`config.mk`:
```
export PLATFORM = sky130hd
export DESIGN_NAME = div_32_seq_flat
export DESIGN_NICKNAME = d
export VERILOG_FILES = /design/src/rtl/mips_div_pkg.sv /design/src/rtl/div_32_seq_if.sv /design/src/rtl/div_sub_stage.sv /design/src/rtl/div_32_seq.sv /design/src/flat_wrapper.sv
export SDC_FILE = /design/constraint.sdc
export NUM_CORES = 1
export LEC_CHECK = 0
export CAP_MARGIN = 20
export CORE_ASPECT_RATIO = 1.2
export CORE_MARGIN = 5
export CORE_UTILIZATION = 50
export CTS_BUF_LIST = sky130_fd_sc_hd__clkbuf_16
export DETAILED_ROUTE_END_ITERATION = 10
export PLACE_DENSITY = 0.75
export REMOVE_ABC_BUFFERS = 1
export SYNTH_ARGS = -nofsm -noshare
export SYNTH_HDL_FRONTEND = slang
export SYNTH_SLANG_ARGS = --single-unit
```
`constraint.sdc`:
```
create_clock -name clock -period 4.05 [get_ports clock]
set_input_delay 1.215 -clock clock [delete_from_list [all_inputs] [get_ports clock]]
set_output_delay 1.215 -clock clock [all_outputs]
set_load 0.01 [all_outputs]
```
`src/rtl/mips_div_pkg.sv`:
```
// mips_div_pkg: shared constants and FSM state type for the sequential divider.
package mips_div_pkg;
  localparam int DIV_WIDTH = 32;
  localparam int DIV_STEPS = 32;
  localparam int DIV_CNT_W = $clog2(DIV_STEPS);
  localparam logic [DIV_WIDTH-1:0] DIV_ZERO_QUOT = 32'hFFFF_FFFF;
  localparam logic [DIV_CNT_W-1:0] DIV_LAST = DIV_CNT_W'(DIV_STEPS - 1);
  typedef enum logic [1:0] {IDLE, RUN, FIXUP} div_state_t;
endpackage

```
`src/rtl/div_32_seq_if.sv`:
```
// div_32_seq_if: request/result bundle between the EX stage and the divider.
interface div_32_seq_if;
  import mips_div_pkg::*;
  logic                 start;
  logic                 is_signed;
  logic                 flush;
  logic [DIV_WIDTH-1:0] dividend;
  logic [DIV_WIDTH-1:0] divisor;
  logic                 ready;
  logic                 result_valid;
  logic                 div_by_zero;
  logic                 overflow;
  logic [DIV_WIDTH-1:0] quotient;
  logic [DIV_WIDTH-1:0] remainder;
  modport master (
    output start, is_signed, flush, dividend, divisor,
    input  ready, result_valid, div_by_zero, overflow, quotient, remainder
  );
  modport slave (
    input  start, is_signed, flush, dividend, divisor,
    output ready, result_valid, div_by_zero, overflow, quotient, remainder
  );
endinterface

```
`src/rtl/div_sub_stage.sv`:
```
// div_sub_stage: 33-bit trial subtraction of the divisor from the shifted partial remainder.
module div_sub_stage
  import mips_div_pkg::*;
(
  input  logic [DIV_WIDTH:0]   minuend,
  input  logic [DIV_WIDTH-1:0] subtrahend,
  output logic [DIV_WIDTH-1:0] diff,
  output logic                 nonneg
);
  logic [DIV_WIDTH:0] full;
  assign full   = minuend - {1'b0, subtrahend};
  assign diff   = full[DIV_WIDTH-1:0];
  assign nonneg = !full[DIV_WIDTH];
endmodule

```
`src/rtl/div_32_seq.sv`:
```
// div_32_seq: iterative 32-bit restoring divider for DIV/DIVU, one trial subtract per clock.
// Define DIV_SIGNED_EN to honour is_signed; otherwise every operation is unsigned.
module div_32_seq
  import mips_div_pkg::*;
#(
  parameter int WIDTH = DIV_WIDTH
) (
  input logic         clock,
  input logic         reset_n,
  div_32_seq_if.slave bus
);
  div_state_t       state_q, state_d;
  logic [DIV_CNT_W-1:0] count_q, count_d;
  logic [WIDTH-1:0] rem_q, rem_d, quo_q, quo_d, dvs_q, dvs_d;
  logic [WIDTH-1:0] quotient_q, quotient_d, remainder_q, remainder_d;
  logic             qneg_q, qneg_d, rneg_q, rneg_d, zero_q, zero_d, ovf_q, ovf_d;
  logic             valid_q, valid_d, dbz_q, dbz_d, ovo_q, ovo_d;
  logic [2*WIDTH:0] shifted;
  logic [WIDTH-1:0] diff, mag_a, mag_b;
  logic             nonneg, sd, sv, ovf_in;
  assign shifted = {1'b0, rem_q, quo_q} << 1;
  div_sub_stage u_sub (
    .minuend    (shifted[2*WIDTH:WIDTH]),
    .subtrahend (dvs_q),
    .diff       (diff),
    .nonneg     (nonneg)
  );
`ifdef DIV_SIGNED_EN
  assign sd     = bus.is_signed & bus.dividend[WIDTH-1];
  assign sv     = bus.is_signed & bus.divisor[WIDTH-1];
  assign ovf_in = bus.is_signed && bus.dividend == {1'b1, {(WIDTH-1){1'b0}}} && bus.divisor == '1;
`else
  logic unused_sign;
  assign unused_sign = bus.is_signed;
  assign sd          = 1'b0;
  assign sv          = 1'b0;
  assign ovf_in      = 1'b0;
`endif
  // RUN works on magnitudes; signs are reapplied when the result is written.
  assign mag_a = sd ? -bus.dividend : bus.dividend;
  assign mag_b = sv ? -bus.divisor : bus.divisor;
  always_comb begin
    state_d     = state_q;
    count_d     = count_q;
    rem_d       = rem_q;
    quo_d       = quo_q;
    dvs_d       = dvs_q;
    qneg_d      = qneg_q;
    rneg_d      = rneg_q;
    zero_d      = zero_q;
    ovf_d       = ovf_q;
    quotient_d  = quotient_q;
    remainder_d = remainder_q;
    dbz_d       = dbz_q;
    ovo_d       = ovo_q;
    valid_d     = 1'b0;
    case (state_q)
      IDLE: if (bus.start) begin
        zero_d  = bus.divisor == '0;
        dvs_d   = mag_b;
        count_d = '0;
        ovf_d   = ovf_in;
        rem_d   = zero_d ? bus.dividend : '0;
        quo_d   = zero_d ? DIV_ZERO_QUOT : mag_a;
        qneg_d  = !zero_d && (sd ^ sv);
        rneg_d  = !zero_d && sd;
        state_d = zero_d ? FIXUP : RUN;
      end
      RUN: begin
        rem_d   = nonneg ? diff : shifted[2*WIDTH-1:WIDTH];
        quo_d   = {shifted[WIDTH-1:1], nonneg};
        count_d = count_q + 1'b1;
        state_d = bus.flush ? IDLE : (count_q == DIV_LAST ? FIXUP : RUN);
      end
      FIXUP: begin
        state_d = IDLE;
        if (!bus.flush) begin
          valid_d     = 1'b1;
          quotient_d  = qneg_q ? -quo_q : quo_q;
          remainder_d = rneg_q ? -rem_q : rem_q;
          dbz_d       = zero_q;
          ovo_d       = ovf_q;
        end
      end
      default: state_d = IDLE;
    endcase
  end
  always_ff @(posedge clock or negedge reset_n) begin
    if (!reset_n) begin
      state_q     <= IDLE;
      count_q     <= '0;
      rem_q       <= '0;
      quo_q       <= '0;
      dvs_q       <= '0;
      qneg_q      <= 1'b0;
      rneg_q      <= 1'b0;
      zero_q      <= 1'b0;
      ovf_q       <= 1'b0;
      quotient_q  <= '0;
      remainder_q <= '0;
      valid_q     <= 1'b0;
      dbz_q       <= 1'b0;
      ovo_q       <= 1'b0;
    end else begin
      state_q     <= state_d;
      count_q     <= count_d;
      rem_q       <= rem_d;
      quo_q       <= quo_d;
      dvs_q       <= dvs_d;
      qneg_q      <= qneg_d;
      rneg_q      <= rneg_d;
      zero_q      <= zero_d;
      ovf_q       <= ovf_d;
      quotient_q  <= quotient_d;
      remainder_q <= remainder_d;
      valid_q     <= valid_d;
      dbz_q       <= dbz_d;
      ovo_q       <= ovo_d;
    end
  end
  assign bus.ready        = state_q == IDLE;
  assign bus.result_valid = valid_q;
  assign bus.quotient     = quotient_q;
  assign bus.remainder    = remainder_q;
  assign bus.div_by_zero  = dbz_q;
  assign bus.overflow     = ovo_q;
endmodule

```
`src/flat_wrapper.sv`:
```
// flat-port wrapper written by rule: the top's interface ports become plain ports
module div_32_seq_flat import mips_div_pkg::*;
#(
  parameter int WIDTH = DIV_WIDTH
)
  (clock, reset_n, bus_start, bus_is_signed, bus_flush, bus_dividend, bus_divisor, bus_ready, bus_result_valid, bus_div_by_zero, bus_overflow, bus_quotient, bus_remainder);
  div_32_seq_if bus_i ();
  input logic clock;
  input logic reset_n;
  input wire logic [$bits(bus_i.start)-1:0] bus_start;
  input wire logic [$bits(bus_i.is_signed)-1:0] bus_is_signed;
  input wire logic [$bits(bus_i.flush)-1:0] bus_flush;
  input wire logic [$bits(bus_i.dividend)-1:0] bus_dividend;
  input wire logic [$bits(bus_i.divisor)-1:0] bus_divisor;
  output wire logic [$bits(bus_i.ready)-1:0] bus_ready;
  output wire logic [$bits(bus_i.result_valid)-1:0] bus_result_valid;
  output wire logic [$bits(bus_i.div_by_zero)-1:0] bus_div_by_zero;
  output wire logic [$bits(bus_i.overflow)-1:0] bus_overflow;
  output wire logic [$bits(bus_i.quotient)-1:0] bus_quotient;
  output wire logic [$bits(bus_i.remainder)-1:0] bus_remainder;
  assign bus_i.start = bus_start;
  assign bus_i.is_signed = bus_is_signed;
  assign bus_i.flush = bus_flush;
  assign bus_i.dividend = bus_dividend;
  assign bus_i.divisor = bus_divisor;
  assign bus_ready = bus_i.ready;
  assign bus_result_valid = bus_i.result_valid;
  assign bus_div_by_zero = bus_i.div_by_zero;
  assign bus_overflow = bus_i.overflow;
  assign bus_quotient = bus_i.quotient;
  assign bus_remainder = bus_i.remainder;
  div_32_seq #(.WIDTH(WIDTH)) u_core (.clock(clock), .reset_n(reset_n), .bus(bus_i));
endmodule
```
Word-level counts from Yosys, hierarchy flattened

Cells that the tools add are included.

Add/sub/neg operators: 2
Equal/unequal tests: 4
Mux-type cells: 16
Bitwise gates (word level): 1
Reduce and logical (&&, ||, !) cells: 7

Operators by type and width:

| kind                | count |
|---|---|
| $mux 32             | 5 |
| $pmux 32 s2         | 2 |
| $sub 33x32->33      | 1 |
| $logic_not 32->1    | 1 |
| $pmux 5 s2          | 1 |
| $mux 2              | 4 |
| $reduce_and 2->1    | 3 |
| $add 5x1->5 const B | 1 |
| $eq 5x5->1 const B  | 1 |
| $mux 5              | 1 |
| $pmux 2 s2          | 1 |
| $eq 2x1->1 const B  | 1 |
| $eq 2x2->1 const B  | 1 |
| $logic_not 2->1     | 1 |
| $mux 1              | 2 |
| $ne 2x2->1 const B  | 1 |
| $reduce_bool 2->1   | 1 |
| $logic_not 1->1     | 1 |
| $not 1->1           | 1 |

Flip-flop bits (word level): 170
Input port bits: 69
Output and inout port bits: 68
Word-level logic and storage cells: 40

Longest topological paths before layout

Word-level depth: 4
Mapped depth: 14

Modules after synthesis

Synthesis repeated with hierarchy kept, for this count alone.

Cell total of the unflattened synthesis: 912
Area, all modules: 9,341.5 um^2

By module, submodules not included:

| module        | instances | cells each | area an instance (um^2) | seq. area each (um^2) |
|---|---|---|---|---|
| div_32_seq    | 1         | 646        | 7,450.9                 | 4,254.1 |
| div_sub_stage | 1         | 266        | 1,890.6                 | 0.0 |

Worst setup path before layout

OpenSTA, ideal clock, no wires.

Kind: input to register
Start: in bus_divisor[1]
End: reg u_core.rem_q[30]
Arrival: 2.751 ns
Setup slack: 1.217 ns
Stages: 7
Cells stage by stage: nor4_1 -> nand2_1 -> nor4_1 -> a21oi_1 -> nor3b_1 -> a211o_1 -> a31oi_1

Word-level cells in the longest chain between the ends: 4

RTL lines:

| item                 | RTL line           | text |
|---|---|---|
| start, declared      | flat_wrapper.sv:14 | `input wire logic [$bits(bus_i.divisor)-1:0] bus_divisor;` |
| $logic_not 32->1     | div_32_seq.sv:59   | `zero_d = bus.divisor == '0;` |
| $mux 32              | div_32_seq.sv:63   | `rem_d = zero_d ? bus.dividend : '0;` |
| $mux 32              | div_32_seq.sv:58   | `IDLE: if (bus.start) begin` |
| $pmux 32 s2          | div_32_seq.sv:57   | `case (state_q)` |
| end signal, assigned | div_32_seq.sv:107  | `rem_q <= rem_d;` |
| end, declared        | div_32_seq.sv:14   | `logic [WIDTH-1:0] rem_q, rem_d, quo_q, quo_d, dvs_q, dvs_d;` |

Every way passes these cells. The select of a mux whose other input is x is not followed.
A chain may end at the register's enable or synchronous reset.

Worst setup path in the final report

Start: reg u_core.quo_q[31]
End: reg u_core.rem_q[26]

Word-level cells in the longest chain between the ends: 3

RTL lines:

| item                   | RTL line            | text |
|---|---|---|
| start, declared        | div_32_seq.sv:14    |  |
| start signal, assigned | div_32_seq.sv:108   | `quo_q <= quo_d;` |
| $sub 33x32->33         | div_sub_stage.sv:11 | `assign full = minuend - {1'b0, subtrahend};` |
| $mux 32                | div_32_seq.sv:70    | `rem_d = nonneg ? diff : shifted[2*WIDTH-1:WIDTH];` |
| $pmux 32 s2            | div_32_seq.sv:57    |  |

Every way passes these cells.

==> results.cfg <==
[synthesis]
yosysMostFrequentCell = dfrtp_1
synth_cells = 947
synth_edf_count = 0
syn_area_per_cell_um2 = 9.75
yosysSeqAreaShare = 0.461
synth_ff_type = dfrtp_1
yosysUniqueCellTypes = 66
synth_top_area_frac = 0.461
async_flop_share = 1.00
syn-cell-area_mm2 = 0.00924
synth_seq_cells = 170
synthTopCellsByCount = dfrtp_1 (170), nand2_1 (102), nor2_1 (80)
synth_top_cell_by_area = dfrtp_1
yosys-top-cells-area = dfrtp_1 (46%), mux2_2 (8.2%), ha_1 (4.6%)
yosys_warnings = 0

[timing]
min_period_over_period = 0.920
worstMarginPinSlew_ns = 0.776
max_slew_margin = 0.483
finalHoldViolations = 0
setup_ws_ns = 0.326
hold_slack_ns = 0.478
skew_ns = 0.0122
rsz0062_at_grt = false
min_period_ns = 3.72
fmax_mhz = 268
setup_viol = 0
slew_violations = 0

[clocking]
tritoncts = done
post-cts-setup-buffers = 0
clock-sinks = 170
hold_buffers = 0
cts_root_buf = clkbuf_16
cts_buffers = 17
htree_num_levels = 4
path_clk_slew_ns = 0.07
clk_latency_ns = 0.43
post_cts_resize_count = 0
cts.path.max_buffers = 2

[worst_setup_path]
end_kind = register
worstSetupPathType = reg -> reg
crit_buf_inv = 2
critical_path.cell_chain = inv_1, ha_1, fa_1, nand2b_1, a21oi_1, o21ai_0, a21oi_1, a211oi_2, xnor2_4, buf_4, mux2i_1, o21ai_0
crit_path_max_fanout = 13
arrival_ns = 4.00
cp_top_family = compound AO/OA/AOI/OAI gates
crit_slowest_cell = xnor2_4
cp_slowest_stage_delay_ns = 0.54
worstSetupStartpointType = register
critical_path_required_ns = 4.33

[route]
drc = 0
drt_wl_total_um = 24300
initialDrtViolationCount = 595
routedWlPerCell_um = 18.8
vias_per_cell = 5.86
vias = 7584
ant_nets = 0
first_pass_iters = 7

[power]
total_power_w = 0.00955
peakVddDrop_mv = 0.406
pwr_density_cell_mw_per_mm2 = 838
leakage_nw = 5.11

[finish]
drive_gt1_frac = 0.130
antenna_cells = 0
final_nets = 1162
fin_util = 0.627
area_growth_pct = 23.4
final_cell_area_mm2 = 0.0114

[run_status]
status = finished, final reports clean

[grt]
met3_usage = 0.0500
gr-usage-all-layers = 0.233
grt_use_met1 = 0.331
grt.overflow.total = 0
gr-max-usage-layer = met2
grtUsageMet2 = 0.361
grt_max_degree = 67
antenna_found_initial = 0
grt_pass1_wl_um = 40100
grt_pass1_vias = 7572

[die]
pin_count = 137
core_mm2 = 0.0182
die_height_um = 159
initial_utilization = 0.508
die_w_um = 134
rows = 54
dieArea_mm2 = 0.0213

[placed_design]
routabilityCongestion = 0.927
portBuffers = 134
dp_hpwl_um = 17300
place_area_mm2 = 0.0108
pre_cts_ws_ns = 0.382

[hold_path]
hp-class = reg -> reg

[job]
max_cap_viol_count = 0
==> worst paths after layout <==
path                              startpoint                     end  slack [ns]  cells past startpoint
min in group asynchronous            reset_n  u_core.bus.quotient[8]        0.72                      1
hold reg to reg            u_core.count_q[3]       u_core.count_q[3]        0.48                      1
setup reg to reg            u_core.quo_q[31]        u_core.rem_q[26]        0.33                     12
setup / recovery            u_core.quo_q[31]        u_core.rem_q[26]        0.33                     12
hold / removal             u_core.count_q[3]       u_core.count_q[3]        0.48                      1
max in group asynchronous            reset_n        u_core.quo_q[13]        2.51                      2
==> routing by layer <==
metal,share of wire,up-vias
li1,-,3603
met1,0.46,3727
met2,0.46,215
met3,0.055,39
met4,0.021,0
met5,0,-
==> area by class of cell <==
class,count,area [µm²]
fillers,1535,6780
multi-input cells,680,4590
flip-flops and latches,170,4250
repair buffers,154,1540
clock buffers,17,425
well taps,224,280
clock inverters,14,179
inverters,35,131
==> cell families after synthesis <==
family	Yosys count	share of synthesized area
buffers and inverters	97	0.0484
other	1	0.000406
XOR/XNOR	30	0.0293
AO/OA/AOI/OAI	236	0.165
AND/OR/NAND/NOR	288	0.141
multiplexers	90	0.108
adder cells (fa/ha/maj)	35	0.0482
flip-flops	170	0.461
==> per-stage QoR <==
| stage | TNS [ns] | instances |
|---|---|---|
| final | 0 | 1294 |
| after detailed placement | 0 | 1263 |
| after floorplan | -197.65 | 885 |
| after global routing | 0 | 1294 |
| after global placement | 0 | 1263 |
| after CTS | 0 | 1294 |
==> report_power, final <==
part | switching (W) | internal (W) | leakage (nW) | total, W
Combinational | 0.00308 | 0.00216 | 2.61 | 0.00524
Sequential | 0.000402 | 0.00220 | 2.20 | 0.00261
Clock | 0.000683 | 0.00102 | 0.299 | 0.00171
Total | 0.00416 | 0.00539 | 5.11 | 0.00955
==> layout by cell type (no fill, tap or decap), types with 5 or more instances in the layout <==
cell type        netlist  layout
mux2i_1               18      18
a21oi_1               62      62
mux2_2                67      67
and3_1                 9       9
a22oi_1                5       5
buf_4                  2      16
nand2_1              102     102
ha_1                  34      34
a221oi_2               5       5
inv_1                 35      37
nor3_1                39      38
dfrtp_1              170     170
o211ai_1               8       8
xor2_1                13      13
clkbuf_16              0      17
a21o_1                11      11
nor4_1                11      10
clkdlybuf4s50_1        0     133
nor2b_1                7       6
nand4_1                8       8
nand3_1               10      10
xnor2_1               16      16
o22ai_1                8       8
o21ai_0               63      63
nand2b_1               7       6
o31ai_1               30      30
a31oi_1               14      14
nor2_1                80      78
==> flip-flops by register name (all words and copies together), names as in the netlist <==
name and cells:
u_core.bus.quotient 32, u_core.bus.remainder 32, u_core.dvs_q 32, u_core.quo_q 32, u_core.rem_q 32, u_core.count_q 5
u_core.state_q 2, u_core.bus.div_by_zero 1, u_core.bus.result_valid 1, u_core.zero_q 1
No activity file was read; power rests on OpenSTA's default activity.
